--- config.mk ---
export PLATFORM = sky130hd
export DESIGN_NAME = truth_table_sweeper
export DESIGN_NICKNAME = d
export VERILOG_FILES = /design/src/rtl/truth_table_sweeper.sv
export SDC_FILE = /design/constraint.sdc
export NUM_CORES = 1
export LEC_CHECK = 0
export ABC_CLOCK_PERIOD_IN_PS = 1300
export BUFFER_PORTS_ARGS = -buffer_cell sky130_fd_sc_hd__buf_2
export CAP_MARGIN = 20
export CORE_AREA = 8 8 62 64
export DETAILED_ROUTE_END_ITERATION = 10
export DIE_AREA = 0 0 70 72
export PLACE_DENSITY = 0.81
export SLEW_MARGIN = 0
export SYNTH_ARGS = -nofsm -noshare
export SYNTH_HDL_FRONTEND = slang
export SYNTH_SLANG_ARGS = --single-unit
--- constraint.sdc ---
create_clock -name clock -period 1.3 [get_ports clock]
set_input_delay 0.26 -clock clock [delete_from_list [all_inputs] [get_ports clock]]
set_output_delay 0.26 -clock clock [all_outputs]
set_load 0.05 [all_outputs]
--- src/rtl/truth_table_sweeper.sv ---
// truth_table_sweeper: walks a combinational N_IN-input function block through every
// input code, samples its output after SETTLE cycles per code, and builds the minterm
// map (bit i = f(i)). A one-cycle done pulse marks a complete sweep.
// Optional feature macro: SWEEP_CHECK_EN adds a comparison against an expected table.
module truth_table_sweeper #(
    parameter int N_IN   = 4,
    parameter int SETTLE = 1
) (
    input  logic                 clock,
    input  logic                 reset,
    input  logic                 start,
    input  logic                 f_in,
`ifdef SWEEP_CHECK_EN
    input  logic [2**N_IN-1:0]   expected,
    output logic                 match,
    output logic [N_IN:0]        mismatch_count,
`endif
    output logic [N_IN-1:0]      code,
    output logic                 busy,
    output logic                 done,
    output logic [2**N_IN-1:0]   minterms
);

    localparam int MAP_W = 2**N_IN;
    localparam int CNT_W = (SETTLE > 1) ? $clog2(SETTLE) : 1;

    typedef enum logic [1:0] {
        S_IDLE,
        S_DRIVE,
        S_SAMPLE,
        S_DONE
    } state_t;

    state_t            state_q, state_d;
    logic [N_IN-1:0]   code_q, code_d;
    logic [CNT_W-1:0]  cnt_q, cnt_d;
    logic              busy_q, busy_d;
    logic              done_q, done_d;
    logic [MAP_W-1:0]  minterms_q, minterms_d;

`ifdef SWEEP_CHECK_EN
    logic              match_q, match_d;
    logic [N_IN:0]     mismatch_q, mismatch_d;

    // Number of set bits in a minterm-wide vector.
    function automatic logic [N_IN:0] popcount(input logic [MAP_W-1:0] v);
        logic [N_IN:0] acc;
        acc = '0;
        for (int i = 0; i < MAP_W; i++) begin
            acc = acc + {{N_IN{1'b0}}, v[i]};
        end
        return acc;
    endfunction
`endif

    // Next-state logic: sequence codes, hold each for SETTLE cycles, then capture f_in.
    always_comb begin
        state_d    = state_q;
        code_d     = code_q;
        cnt_d      = cnt_q;
        busy_d     = busy_q;
        done_d     = 1'b0;
        minterms_d = minterms_q;
`ifdef SWEEP_CHECK_EN
        match_d    = match_q;
        mismatch_d = mismatch_q;
`endif
        case (state_q)
            S_IDLE: begin
                if (start) begin
                    state_d    = S_DRIVE;
                    code_d     = '0;
                    cnt_d      = '0;
                    minterms_d = '0;
                    busy_d     = 1'b1;
`ifdef SWEEP_CHECK_EN
                    match_d    = 1'b0;
                    mismatch_d = '0;
`endif
                end
            end
            S_DRIVE: begin
                cnt_d = cnt_q + CNT_W'(1);
                if (cnt_q == CNT_W'(SETTLE - 1)) begin
                    state_d = S_SAMPLE;
                end
            end
            S_SAMPLE: begin
                minterms_d[code_q] = f_in;
                if (code_q == {N_IN{1'b1}}) begin
                    // Last code: keep it on the bus through the DONE cycle.
                    state_d = S_DONE;
                    busy_d  = 1'b0;
                    done_d  = 1'b1;
`ifdef SWEEP_CHECK_EN
                    match_d    = (minterms_d == expected);
                    mismatch_d = popcount(minterms_d ^ expected);
`endif
                end else begin
                    state_d = S_DRIVE;
                    code_d  = code_q + N_IN'(1);
                    cnt_d   = '0;
                end
            end
            S_DONE: begin
                state_d = S_IDLE;
                code_d  = '0;
            end
            default: begin
                state_d = S_IDLE;
            end
        endcase
    end

    // State register; reset aborts any sweep and clears the captured table.
    always_ff @(posedge clock) begin
        if (reset) begin
            state_q    <= S_IDLE;
            code_q     <= '0;
            cnt_q      <= '0;
            busy_q     <= 1'b0;
            done_q     <= 1'b0;
            minterms_q <= '0;
`ifdef SWEEP_CHECK_EN
            match_q    <= 1'b0;
            mismatch_q <= '0;
`endif
        end else begin
            state_q    <= state_d;
            code_q     <= code_d;
            cnt_q      <= cnt_d;
            busy_q     <= busy_d;
            done_q     <= done_d;
            minterms_q <= minterms_d;
`ifdef SWEEP_CHECK_EN
            match_q    <= match_d;
            mismatch_q <= mismatch_d;
`endif
        end
    end

    assign code     = code_q;
    assign busy     = busy_q;
    assign done     = done_q;
    assign minterms = minterms_q;
`ifdef SWEEP_CHECK_EN
    assign match          = match_q;
    assign mismatch_count = mismatch_q;
`endif

endmodule

==> impl_metrics.prom <==
# TYPE chip_impl_metric gauge
chip_impl_info{name="status",value="finished, final reports clean"} 1
chip_impl_metric{name="clock_latency",unit="ps"} 330
chip_impl_metric{name="placementRows",unit=""} 20
chip_impl_metric{name="synth_top_area_share",unit="%"} 37.2
chip_impl_metric{name="post-dp-hpwl",unit="mm"} 2.35
chip_impl_metric{name="maximum_number_of_pins_on_one_net_before_global_route_repair",unit=""} 16
chip_impl_info{name="cp_slowest_cell",value="dfxtp_4"} 1
chip_impl_metric{name="hold_slack",unit="ps"} 164
chip_impl_metric{name="achievable-frequency",unit="MHz"} 772
chip_impl_metric{name="worst_pin_slew",unit="ps"} 309
chip_impl_metric{name="fin_crit_sh",unit="%"} 99.6
chip_impl_metric{name="worst_ep_required_time",unit="ps"} 1580
chip_impl_metric{name="layout-area-overhead-vs-synth",unit="%"} 34.3
chip_impl_metric{name="critical_path.n_buffers_inverters",unit=""} 1
chip_impl_metric{name="setup_viol",unit=""} 0
chip_impl_info{name="cts-root-buf",value="clkbuf_4"} 1
chip_impl_info{name="post_synth_main_area_contributors",value="dfxtp_1, and3_1, buf_6"} 1
chip_impl_metric{name="switching_power",unit="mW"} 0.394
chip_impl_metric{name="avgViaCountPerCell",unit=""} 5.91
chip_impl_metric{name="power.share.switching",unit="%"} 28.0
chip_impl_metric{name="drt_iter0_markers",unit=""} 127
chip_impl_metric{name="total_die_area",unit="um2"} 5040
chip_impl_metric{name="die_width",unit="um"} 70
chip_impl_metric{name="vias",unit=""} 1253
chip_impl_metric{name="worst_slack",unit="ps"} 5.23
chip_impl_metric{name="postRouteWirelength",unit="mm"} 3.69
chip_impl_metric{name="post-place-ws",unit="ps"} -31.8
chip_impl_info{name="regToRegStartpoint",value="code[0]$_SDFFE_PP0P_"} 1
chip_impl_metric{name="asyncSetResetFlopFracSynth",unit="%"} 0
chip_impl_metric{name="synth_nets",unit=""} 144
chip_impl_info{name="cts_tree",value="done"} 1
chip_impl_metric{name="design.final.nets",unit=""} 188
chip_impl_info{name="hold_path_end",value="minterms[15]$_SDFFE_PP0P_"} 1
chip_impl_metric{name="timing.final.max_slew_violations",unit=""} 0
chip_impl_metric{name="holdBufCountCts",unit=""} 0
chip_impl_metric{name="first_global_vias",unit=""} 1159
chip_impl_metric{name="max-clock-path-buffers",unit=""} 2
chip_impl_metric{name="clkSlewWorstSetupHoldPaths",unit="ps"} 140
chip_impl_info{name="path_cells",value="inv_4 > ha_4 > and4bb_2 > o31ai_2 > a32o_1"} 1
chip_impl_metric{name="timing.max_cap.violations",unit=""} 0
chip_impl_metric{name="yosys_warnings",unit=""} 0
chip_impl_info{name="worstReg2RegEnd",value="minterms[2]$_SDFFE_PP0P_"} 1
chip_impl_metric{name="min_period",unit="ps"} 1290
chip_impl_metric{name="irDropWorstVdd",unit="mV"} 0.540
chip_impl_info{name="worst_setup_path_start_kind",value="flop"} 1
chip_impl_metric{name="clock_power_share",unit="%"} 25.7
chip_impl_metric{name="initial_antenna_violation_count",unit=""} 0
chip_impl_metric{name="syn-instance-count",unit=""} 136
chip_impl_metric{name="route.detailed.drc",unit=""} 0
chip_impl_metric{name="cts-buffers-inserted",unit=""} 3
chip_impl_metric{name="grt_util_all_layers",unit="%"} 13.2
chip_impl_metric{name="synth_area",unit="um2"} 1350
chip_impl_metric{name="p_comb_share",unit="%"} 18.6
chip_impl_info{name="global_route.peak_usage_layer",value="met2"} 1
chip_impl_metric{name="final_hold_viol_count",unit=""} 0
chip_impl_metric{name="synth.avg_cell_area",unit="um2"} 9.89
chip_impl_metric{name="synth.distinct_cells",unit=""} 48
chip_impl_metric{name="reg2reg_setup_slack",unit="ps"} 5
chip_impl_metric{name="crit_path_max_incr_delay",unit="ps"} 420
chip_impl_info{name="grt_setup_unrepaired",value="true"} 1
chip_impl_metric{name="grt_pass1_wl",unit="mm"} 5.54
chip_impl_metric{name="rr_worst_depth",unit=""} 5
chip_impl_metric{name="routabilityCongestion",unit=""} 0.820
chip_impl_info{name="criticalPathCategory",value="flop to flop"} 1
chip_impl_metric{name="critPathArrivalTime",unit="ps"} 1570
chip_impl_metric{name="number_of_synthesized_flops_with_an_enable_pin",unit=""} 0
chip_impl_metric{name="die-height",unit="um"} 72
chip_impl_metric{name="routedWlPerCell",unit="um"} 17.4
chip_impl_info{name="synthDominantAreaCellType",value="dfxtp_1"} 1
chip_impl_info{name="holdCritStartpoint",value="f_in"} 1
chip_impl_metric{name="clock_tree.htree_level_count",unit=""} 1
chip_impl_metric{name="worstPathMaxFanout",unit=""} 5
chip_impl_metric{name="port_buffers",unit=""} 25
chip_impl_metric{name="floorplan.initialDensity",unit="%"} 46.3
chip_impl_metric{name="power-per-cell-area",unit="nW/um2"} 780
chip_impl_metric{name="worst_clock_skew",unit="ps"} 10.2
chip_impl_metric{name="seq_area_frac_synth",unit="%"} 37.2
chip_impl_metric{name="grt_remaining_overflow",unit=""} 0
chip_impl_info{name="critPathCaptureType",value="flop"} 1
chip_impl_metric{name="design.portCount",unit=""} 26
chip_impl_metric{name="numClockSinks",unit=""} 25
chip_impl_metric{name="use_met3",unit="%"} 3.27
chip_impl_metric{name="timing.hold.worst_path_depth",unit=""} 2
chip_impl_metric{name="drive_gt1_share",unit="%"} 50.3
chip_impl_metric{name="core_area",unit="um2"} 2900
chip_impl_info{name="synth_ff_type",value="dfxtp_1"} 1
chip_impl_info{name="hold_class",value="input port to flop"} 1
chip_impl_metric{name="global_route.usage.met2",unit="%"} 22.8
chip_impl_metric{name="maxSlewHeadroom",unit="%"} 79.3
chip_impl_metric{name="grt.met1_usage",unit="%"} 15.0
chip_impl_metric{name="synth-seq-cells",unit=""} 25
chip_impl_metric{name="num_antenna_cells",unit=""} 0
chip_impl_info{name="cp_top_family",value="flip-flops"} 1
chip_impl_metric{name="cellInternalPower",unit="mW"} 1.01
chip_impl_metric{name="p_leak",unit="nW"} 0.794
chip_impl_metric{name="seqPwrFrac",unit="%"} 55.7
chip_impl_metric{name="final_antenna_net_count",unit=""} 0
chip_impl_metric{name="first_pass_iters",unit=""} 4
[cell type report]
| class | instances | area [um2] |
|---|---|---|
| Clock buffer | 4 | 26.3 |
| Fill cell | 255 | 1100 |
| Inverter | 2 | 10.0 |
| Multi-Input combinational cell | 99 | 843 |
| Sequential cell | 25 | 523 |
| Tap cell | 33 | 41.3 |
| Timing Repair Buffer | 49 | 363 |
[synth_stat cells (2+ instances only)]
cell type and count:
buf_2 3, nor2_1 3, a21oi_1 5, a32o_1 4
o21ai_0 4, a21o_1 2, a31o_1 4, a31o_2 6
and3_1 10, and4bb_2 2, a22o_1 2, nand3b_1 3
o31ai_1 3, nand2b_1 2, o21bai_1 2, nand2_1 11
ha_1 4, inv_1 2, buf_6 5, nor2b_1 5
a211oi_1 2, nand3_1 2, dfxtp_1 25
[metrics by stage]
step | instances | instance area (um2) | util (%) | setup TNS (ps) | total power [mW]
2_1_floorplan | 136 | 1390 | - | -147 | 0.933
3_3_place_gp | 197 | 1590 | 54.7 | 0 | 0.992
3_5_place_dp | 197 | 1590 | 54.7 | -257 | 0.998
4_1_cts | 201 | 1640 | 56.3 | 0 | 1.37
5_1_grt | 212 | 1810 | 62.2 | -140 | 1.49
6_report | 212 | 1810 | 62.2 | 0 | 1.41
[state kept, by name (all words and copies together) (netlist names)]
register and cells:
cnt_q 1, code 4, done 1, busy 1, state_q 2, minterms 16
[logic make-up (layout without fill, tap and decap cells)]
family                   Yosys count  after routing  synth area share [%]
flip-flops                        25             25                  37.2
adder cells (fa/ha/maj)            4              4                  3.72
AND/OR/NAND/NOR                   54             55                  27.8
buffers and inverters             13             55                  7.07
multiplexers                       2              2                  1.58
AO/OA/AOI/OAI                     38             38                  22.6
[per-layer routing]
layer / vias to the layer above / wire length [um] / share of wire [%]
li1: 598 / - / -
met1: 615 / 1560 / 42
met2: 35 / 1860 / 50
met3: 5 / 209 / 5.7
met4: 0 / 61 / 1.7
met5: - / 0 / 0
[cells in the final DEF, fill, tap and decap left out, types with 2 or more instances in the layout]
cell type,count
o21ai_0,4
buf_4,19
ha_4,2
a31o_2,6
a32o_1,4
buf_2,20
buf_6,4
o21bai_1,2
a21o_1,2
a211oi_1,2
dfxtp_1,19
nor2b_2,2
nor2b_1,4
buf_12,2
a31o_1,4
nand2_1,11
nor2_1,3
nand3b_1,3
a22o_1,2
and4bb_2,2
a21oi_1,5
and3_1,9
dfxtp_4,6
nor2_4,2
clkbuf_4,5
and3_4,2
nand2b_1,2
o31ai_2,3
[worst register-to-register path, cell delays in order, from the launching register on]
cell and delay [ps]:
dfxtp_4 420, inv_4 60, ha_4 160, and4bb_2 220
o31ai_2 230, a32o_1 150
[what timing repair did]
item                       CTS  global route
gates resized for setup      6            25
pin swaps                    1            11
setup endpoints to repair   17            23
cloned                       0             1
buffers inserted             0            10
[power groups by stage]
stage | registers [mW] | clock network [mW] | logic, mW
after floorplan | 0.816 | 0 | 0.117
after global placement | 0.799 | 0 | 0.193
after detailed placement | 0.801 | 0 | 0.197
after CTS | 0.785 | 0.376 | 0.206
after global routing | 0.787 | 0.425 | 0.279
final | 0.785 | 0.362 | 0.262
[worst max-delay path by stage]
stage                                     to                     from  cells past startpoint
floorplan               code[0]$_SDFFE_PP0P_     code[0]$_SDFFE_PP0P_                      5
global placement    minterms[3]$_SDFFE_PP0P_  state_q[1]$_SDFFE_PP0P_                      4
detailed placement  minterms[3]$_SDFFE_PP0P_  state_q[1]$_SDFFE_PP0P_                      4
CTS                                  code[0]     code[0]$_SDFFE_PP0P_                      1
global route        minterms[1]$_SDFFE_PP0P_     code[1]$_SDFFE_PP0P_                      5
finish              minterms[2]$_SDFFE_PP0P_     code[0]$_SDFFE_PP0P_                      5
(Power assumes the default switching activity.)
